File: config.mk
export PLATFORM = sky130hd
export DESIGN_NAME = square_period_meter
export DESIGN_NICKNAME = d
export VERILOG_FILES = /design/src/rtl/square_period_meter.sv
export SDC_FILE = /design/constraint.sdc
export NUM_CORES = 1
export LEC_CHECK = 0
export ABC_AREA = 1
export CORE_UTILIZATION = 55
export DETAILED_ROUTE_END_ITERATION = 8
export HOLD_SLACK_MARGIN = 0.15
export PLACE_DENSITY = 0.86
export SYNTH_ARGS = -nofsm -noshare
export SYNTH_HDL_FRONTEND = slang
export SYNTH_SLANG_ARGS = --single-unit
File: constraint.sdc
create_clock -name clk -period 2.1 [get_ports clk]
set_clock_uncertainty 0.2 [all_clocks]
set_input_delay 0.42 -clock clk [delete_from_list [all_inputs] [get_ports clk]]
set_output_delay 0.42 -clock clk [all_outputs]
set_load 0.02 [all_outputs]
File: src/rtl/square_period_meter.sv
// Square-wave period / high-time meter: synchronizes an asynchronous wave and measures
// rising-to-rising period and high time in clk cycles, with overflow and lock flags.
module square_period_meter #(
  parameter int unsigned CW   = 16,
  parameter int unsigned SYNC = 2
) (
  input  logic          clk,
  input  logic          rst,
  input  logic          ena,
  input  logic          wave_in,
  output logic [CW-1:0] period,
  output logic [CW-1:0] high_time,
  output logic          valid,
  output logic          overflow,
  output logic          locked
);

  typedef enum logic [1:0] {IDLE, ARM, MEASURE, OVF} state_t;

  localparam logic [CW-1:0] C_ONE = {{(CW-1){1'b0}}, 1'b1};
  localparam logic [CW-1:0] C_MAX = '1;

  logic [SYNC-1:0] r_sync;
  logic            r_ws_d;
  logic            w_ws;
  logic            w_rise;

  state_t          r_state, w_state_n;
  logic [CW-1:0]   r_cnt, w_cnt_n;
  logic [CW-1:0]   r_hcnt, w_hcnt_n;
  logic [CW-1:0]   r_period, w_period_n;
  logic [CW-1:0]   r_high, w_high_n;
  logic            r_valid, w_valid_n;
  logic            r_ovf, w_ovf_n;
  logic            r_locked, w_locked_n;

  assign w_ws   = r_sync[SYNC-1];
  assign w_rise = w_ws & ~r_ws_d;

  always_ff @(posedge clk) begin
    if (rst) begin
      r_sync <= '0;
      r_ws_d <= 1'b0;
    end else begin
      r_sync <= {r_sync[SYNC-2:0], wave_in};
      r_ws_d <= w_ws;
    end
  end

  always_ff @(posedge clk) begin
    if (rst) begin
      r_state  <= IDLE;
      r_cnt    <= '0;
      r_hcnt   <= '0;
      r_period <= '0;
      r_high   <= '0;
      r_valid  <= 1'b0;
      r_ovf    <= 1'b0;
      r_locked <= 1'b0;
    end else begin
      r_state  <= w_state_n;
      r_cnt    <= w_cnt_n;
      r_hcnt   <= w_hcnt_n;
      r_period <= w_period_n;
      r_high   <= w_high_n;
      r_valid  <= w_valid_n;
      r_ovf    <= w_ovf_n;
      r_locked <= w_locked_n;
    end
  end

  always_comb begin
    w_state_n  = r_state;
    w_cnt_n    = r_cnt;
    w_hcnt_n   = r_hcnt;
    w_period_n = r_period;
    w_high_n   = r_high;
    w_valid_n  = 1'b0;
    w_ovf_n    = r_ovf;
    w_locked_n = r_locked;

    // Losing enable wins over any edge seen this cycle; results and overflow are kept.
    if (!ena) begin
      w_state_n  = IDLE;
      w_cnt_n    = '0;
      w_hcnt_n   = '0;
      w_locked_n = 1'b0;
    end else begin
      unique case (r_state)
        IDLE: begin
          w_cnt_n   = '0;
          w_hcnt_n  = '0;
          w_state_n = ARM;
        end
        ARM: begin
          if (w_rise) begin
            w_cnt_n   = C_ONE;
            w_hcnt_n  = C_ONE;
            w_state_n = MEASURE;
          end
        end
        MEASURE: begin
          if (w_rise) begin
            w_period_n = r_cnt;
            w_high_n   = r_hcnt;
            w_valid_n  = 1'b1;
            w_locked_n = 1'b1;
            w_ovf_n    = 1'b0;
            w_cnt_n    = C_ONE;
            w_hcnt_n   = C_ONE;
          end else if (r_cnt == C_MAX) begin
            w_state_n = OVF;
            w_ovf_n   = 1'b1;
          end else begin
            w_cnt_n = r_cnt + C_ONE;
            if (w_ws) w_hcnt_n = r_hcnt + C_ONE;
          end
        end
        OVF: begin
          if (w_rise) begin
            w_cnt_n   = C_ONE;
            w_hcnt_n  = C_ONE;
            w_state_n = MEASURE;
          end
        end
        default: w_state_n = IDLE;
      endcase
    end
  end

  assign period    = r_period;
  assign high_time = r_high;
  assign valid     = r_valid;
  assign overflow  = r_ovf;
  assign locked    = r_locked;

endmodule

# ---- Yosys cells after proc, flatten, opt, wreduce, memory -nomap -nowiden
# Cells that the tools add are included.
dict set report totals {
  inputBits 4
  elab_cells 51
  output_inout_bits 35
  ff_bits 72
}
dict set report classes {
  bitwise 4
  muxes 15
  n_addsub 2
  n_reduce_logical 11
  n_eq_ne 9
}
# op n
set op_table {}
lappend op_table {{16-bit 2-to-1 mux} 6}
lappend op_table {{16-bit case mux with 3 select lines} 2}
lappend op_table {{16-bit by 1-bit adder with 16-bit output (second input constant)} 2}
lappend op_table {{16-bit equality test (second input constant)} 1}
lappend op_table {{3-bit AND reduction} 4}
lappend op_table {{2-bit 2-to-1 mux} 3}
lappend op_table {{3-bit inequality test (second input constant)} 2}
lappend op_table {{2-bit case mux with 3 select lines} 1}
lappend op_table {{2-bit equality test (second input constant)} 2}
lappend op_table {{2-bit inequality test (second input constant)} 2}
lappend op_table {{2-bit AND reduction} 2}
lappend op_table {{2-bit OR reduction} 2}
lappend op_table {{1-bit 2-to-1 mux} 3}
lappend op_table {{1-bit NOT} 3}
lappend op_table {{3-bit OR reduction} 1}
lappend op_table {{2-bit by 1-bit equality test with 1-bit output (second input constant)} 1}
lappend op_table {{2-bit logical NOT} 1}
lappend op_table {{2-bit by 1-bit inequality test with 1-bit output (second input constant)} 1}
lappend op_table {{2-bit nonzero test} 1}
lappend op_table {{1-bit bitwise AND} 1}

# ---- Longest topological paths before layout
dict set report logic_depth {
  word_depth 5
  depth_mapped 12
  depth_no_buf 12
}

# ---- Worst setup path after synthesis
# No wires, ideal clock.
dict set report synth_path {
  kind {register to register}
  startpoint {reg r_cnt[0]}
  endpoint {reg r_cnt[15]}
  setup_ns 0.110
  synth_period_minus_slack_ns 1.819
  arrival_ns 1.509
  path_buffers 1
  path_slack_ns 0.281
  path_stages_with_launch 12
  required_time_ns 1.790
  cell_sequence {dfxtp_1 ha_1 nand2_1 nor2_4 nand2_2 nor2_2 nand3_2 buf_2 nand3b_1 nand2_1 inv_1 nor2_1}
}
dict set report synth_via {
  elab_chain_cells 4
  elab_cells_between_ends 7
  classes_between {add/sub (1); eq/ne (2); mux (3); reduce/logical (1)}
}
# element line
set synth_rtl {}
lappend synth_rtl {{from (decl)} 29} ;# logic [CW-1:0] r_cnt, w_cnt_n;
lappend synth_rtl {{from (signal assigned)} 62} ;# r_cnt <= w_cnt_n;
lappend synth_rtl {{16-bit by 1-bit adder with 16-bit output} 115} ;# w_cnt_n = r_cnt + C_ONE;
lappend synth_rtl {{16-bit 2-to-1 mux} 111} ;# end else if (r_cnt == C_MAX) begin
lappend synth_rtl {{16-bit 2-to-1 mux} 103} ;# if (w_rise) begin
lappend synth_rtl {{16-bit case mux with 3 select lines} 89} ;# unique case (r_state)
# Parallel ways exist; a longest one is shown, timed or not. The select of a mux whose other input is x is not followed.
# A chain may end at the register's enable or synchronous reset.

# ---- Worst setup path after layout
dict set report layout_path {
  startpoint {reg r_cnt[0]}
  endpoint {reg r_hcnt[1]}
}
dict set report layout_via {
  elab_chain_cells 3
}
# element line
set layout_rtl {}
lappend layout_rtl {{16-bit equality test} 111}
lappend layout_rtl {{3-bit inequality test (no source line)} --}
lappend layout_rtl {{3-bit AND reduction (no source line)} --}
lappend layout_rtl {{to (signal assigned)} 63} ;# r_hcnt <= w_hcnt_n;
lappend layout_rtl {{to (decl)} 30} ;# logic [CW-1:0] r_hcnt, w_hcnt_n;
# No other way between the ends.

==> impl_metrics.yaml <==
power:
  pleak_nw: 1.63
  power_density_nw_per_um2: 670
  max-vdd-ir-drop_v: 0.000551
setup_path:
  criticalPathCategory: "reg -> reg"
  critPathMaxFanout: 9
  timing.critical_path.required_ns: 2.13
  slowest_stage: "dfxtp_1"
  cp_slowest_stage_delay_ns: 0.35
  crit_path_cell_trace: "ha_2 -> nand2_1 -> nor2_4 -> nand2_2 -> nor2_2 -> nand3_4 -> buf_4 -> nand4_1 -> o21ai_0"
  endpoint_kind: "flop"
  startpoint_type: "flop"
  cp.arrival_ns: 2.01
final_layout:
  final_nets: 542
  insertedDiodeCount: 0
  finish.utilization_pct: 74.4
  post-route-cell-area_sq_um: 4200
  fill_cells: 401
  drive_above_1_share_pct: 12.6
  area_overhead_vs_synth_pct: 26.7
timing:
  finalHoldViolCount: 0
  timing.slew.headroom_pct: 65.4
  period_share_pct: 94.5
  grt_setup_unrepaired: "false"
  whs_ns: 0.211
  max_freq_mhz: 504
  totalNegativeSetupSlack_ns: 0
  final_count_of_pins_violating_max_slew: 0
  worst_pin_slew_ns: 0.515
  finalCriticalPeriod_ns: 1.99
  post-route-worst-setup-slack_ns: 0.115
  setup_violations: 0
detailed_routing:
  post_dr_wirelength_cell_um: 14.2
  vias_per_cell: 5.53
  first_pass_iters: 5
  drc_errors: 0
  drtIter0Drc: 382
  wire_length_after_detailed_routing_um: 8730
  dr_total_vias: 3392
  ant_nets: 0
yosys:
  synth_mux_area_share_pct: 0
  synth_seq_area_share_pct: 43.5
  synth_compound_gate_area_share_pct: 10.5
  yosys.area_share.simple_pct: 35.6
  syn_area_per_cell_sq_um: 6.99
  syn_nets: 480
  yosysWarningCount: 0
  synthXorXnorAreaFrac_pct: 0.264
  syn-instance-count: 474
  synth_top_family_by_area: "simple AND/OR/NAND/NOR gates"
  synth-seq-cells: 72
  number_of_different_library_cells_in_the_post_synthesis_netlist: 31
  syn-cell-area_sq_um: 3310
  synth_adder_area_share_pct: 0.756
outcome:
  outcome: "completed"
floorplan:
  die_area_sq_um: 6340
  io-pin-count: 39
  dieHeight_um: 79.6
  die_w_um: 79.6
  row_count: 27
  core_region_area_sq_um: 5640
  floorplan.initialDensity_pct: 58.7
clock_tree:
  clk_root_buffer_cell: "clkbuf_8"
  cts-hold-fix-buffers: 0
  tritoncts.num_buffers: 9
  worst_skew_pair.late_latency_ns: 0.35
  tritoncts_clock_tree: "built"
  clkSlewWorstSetupHoldPaths_ns: 0.08
  clock_sink_count: 72
  max-clock-path-buffers: 2
  h-tree-depth: 3
grt:
  pin_count_of_the_biggest_net_entering_global_routing: 34
  grt_overflow_total: 0
  global_route_wire_length_before_repair_um: 14400
  grt_pass1_vias: 3020
  grt_antenna_before_repair: 0
  grtUsageTotal_pct: 29.9
placement:
  place_ws_ns: 0.0443
  placed_instance_area_sq_um: 3940
  place_hpwl_um: 6470
  buffer_ports.inserted: 38
  finalWeightedCongestion: 0.943
run:
  drv_cap: 0
hold_path:
  hold_path_class: "reg -> reg"
-- layer usage --
layer  wire length, um  share of wire, %  global-route usage (%)
met5                 0                 0                       0
met4               133               1.5                    9.64
met3               836               9.6                    7.77
met2              3680                42                    43.0
met1              4090                47                    43.0
-- power by group --
part	switching (W)	total (W)	internal, W
sequential	0.00000425	0.00137	0.00137
combinational	0.0000674	0.000102	0.0000351
clock	0.000538	0.00134	0.000798
total	0.000610	0.00281	0.00220
-- stage by stage --
step,total power [W],std cells
floorplan,0.00147,474
global placement,0.00150,597
detailed placement,0.00150,597
CTS,0.00282,613
global route,0.00289,613
finish,0.00281,613
-- placed cells by master, fill, tap and decap left out, drive strengths merged, types with 3 or more instances in the layout --
| cell | instances |
|---|---|
| a21oi | 12 |
| buf | 31 |
| bufinv | 3 |
| clkbuf | 10 |
| clkdlybuf4s50 | 38 |
| dfxtp | 72 |
| inv | 60 |
| nand2 | 111 |
| nand3 | 66 |
| nand4 | 25 |
| nor2 | 41 |
| nor3 | 8 |
| o21ai | 47 |
-- logic make-up after synthesis --
kind of cell    Yosys count
compound gates           66
xor+xnor                  1
fa+ha+maj                 2
buf+inv                  78
flops                    72
simple gates            255
-- repair_timing --
item | 4_1_cts | 5_1_grt
buffers inserted | 0 | 0
resized for setup | 0 | 3
setup endpoints to repair | 0 | 27
-- synth_stat cells --
master,number,share of area [%]
inv_1,53,6.0
buf_2,3,0.45
clkbuf_1,13,1.5
nor2_1,35,4.0
nand3_1,64,9.7
a21oi_1,12,1.8
inv_2,5,0.57
dfxtp_1,72,44
o21ai_1,5,0.76
nand3b_1,1,0.23
a22oi_1,1,0.23
nand2_2,3,0.57
nand3_2,2,0.60
buf_6,2,0.68
a31o_2,1,0.26
o22ai_1,1,0.19
o21ai_0,42,6.3
nor2_2,3,0.57
nor2b_1,1,0.19
nor3_1,8,1.2
o21a_1,2,0.45
ha_1,2,0.76
nand2_4,1,0.34
nor2_4,3,1.0
xnor2_1,1,0.26
a31oi_1,1,0.19
clkinv_1,2,0.23
or2_2,2,0.38
a21boi_0,1,0.23
nand4_1,25,4.7
nand2_1,107,12
-- registers in the layout, summed over array words and instances (netlist names) --
signal     flops
high_time     16
locked         1
overflow       1
period        16
r_cnt         16
r_hcnt        16
r_state        2
r_sync         2
r_ws_d         1
valid          1
-- area by class of cell --
class / count / area, sq um / share of cell area, %
multi-input cells: 324 / 1570 / 37.4
flip-flops and latches: 72 / 1440 / 34.4
repair buffers: 69 / 626 / 14.9
inverters: 60 / 225 / 5.37
clock buffers: 10 / 128 / 3.04
clock inverters: 6 / 115 / 2.74
well taps: 72 / 90.1 / 2.15
-- critical path, delay by kind of cell, from the launching register on --
kind,cells,cell delay [ns]
compound gates,1,0.12
flops,1,0.35
fa+ha+maj,1,0.21
simple gates,6,0.77
buf+inv,1,0.20
-- worst paths after layout --
check / to / depth (start not counted) / startpoint / slack (ns)
hold reg to reg: r_sync[1] / 2 / r_sync[0] / 0.21
setup reg to reg: r_hcnt[1] / 9 / r_cnt[0] / 0.11
hold / removal: r_sync[1] / 2 / r_sync[0] / 0.21
setup / recovery: r_hcnt[1] / 9 / r_cnt[0] / 0.11
Power figures use the tool's default switching activity.
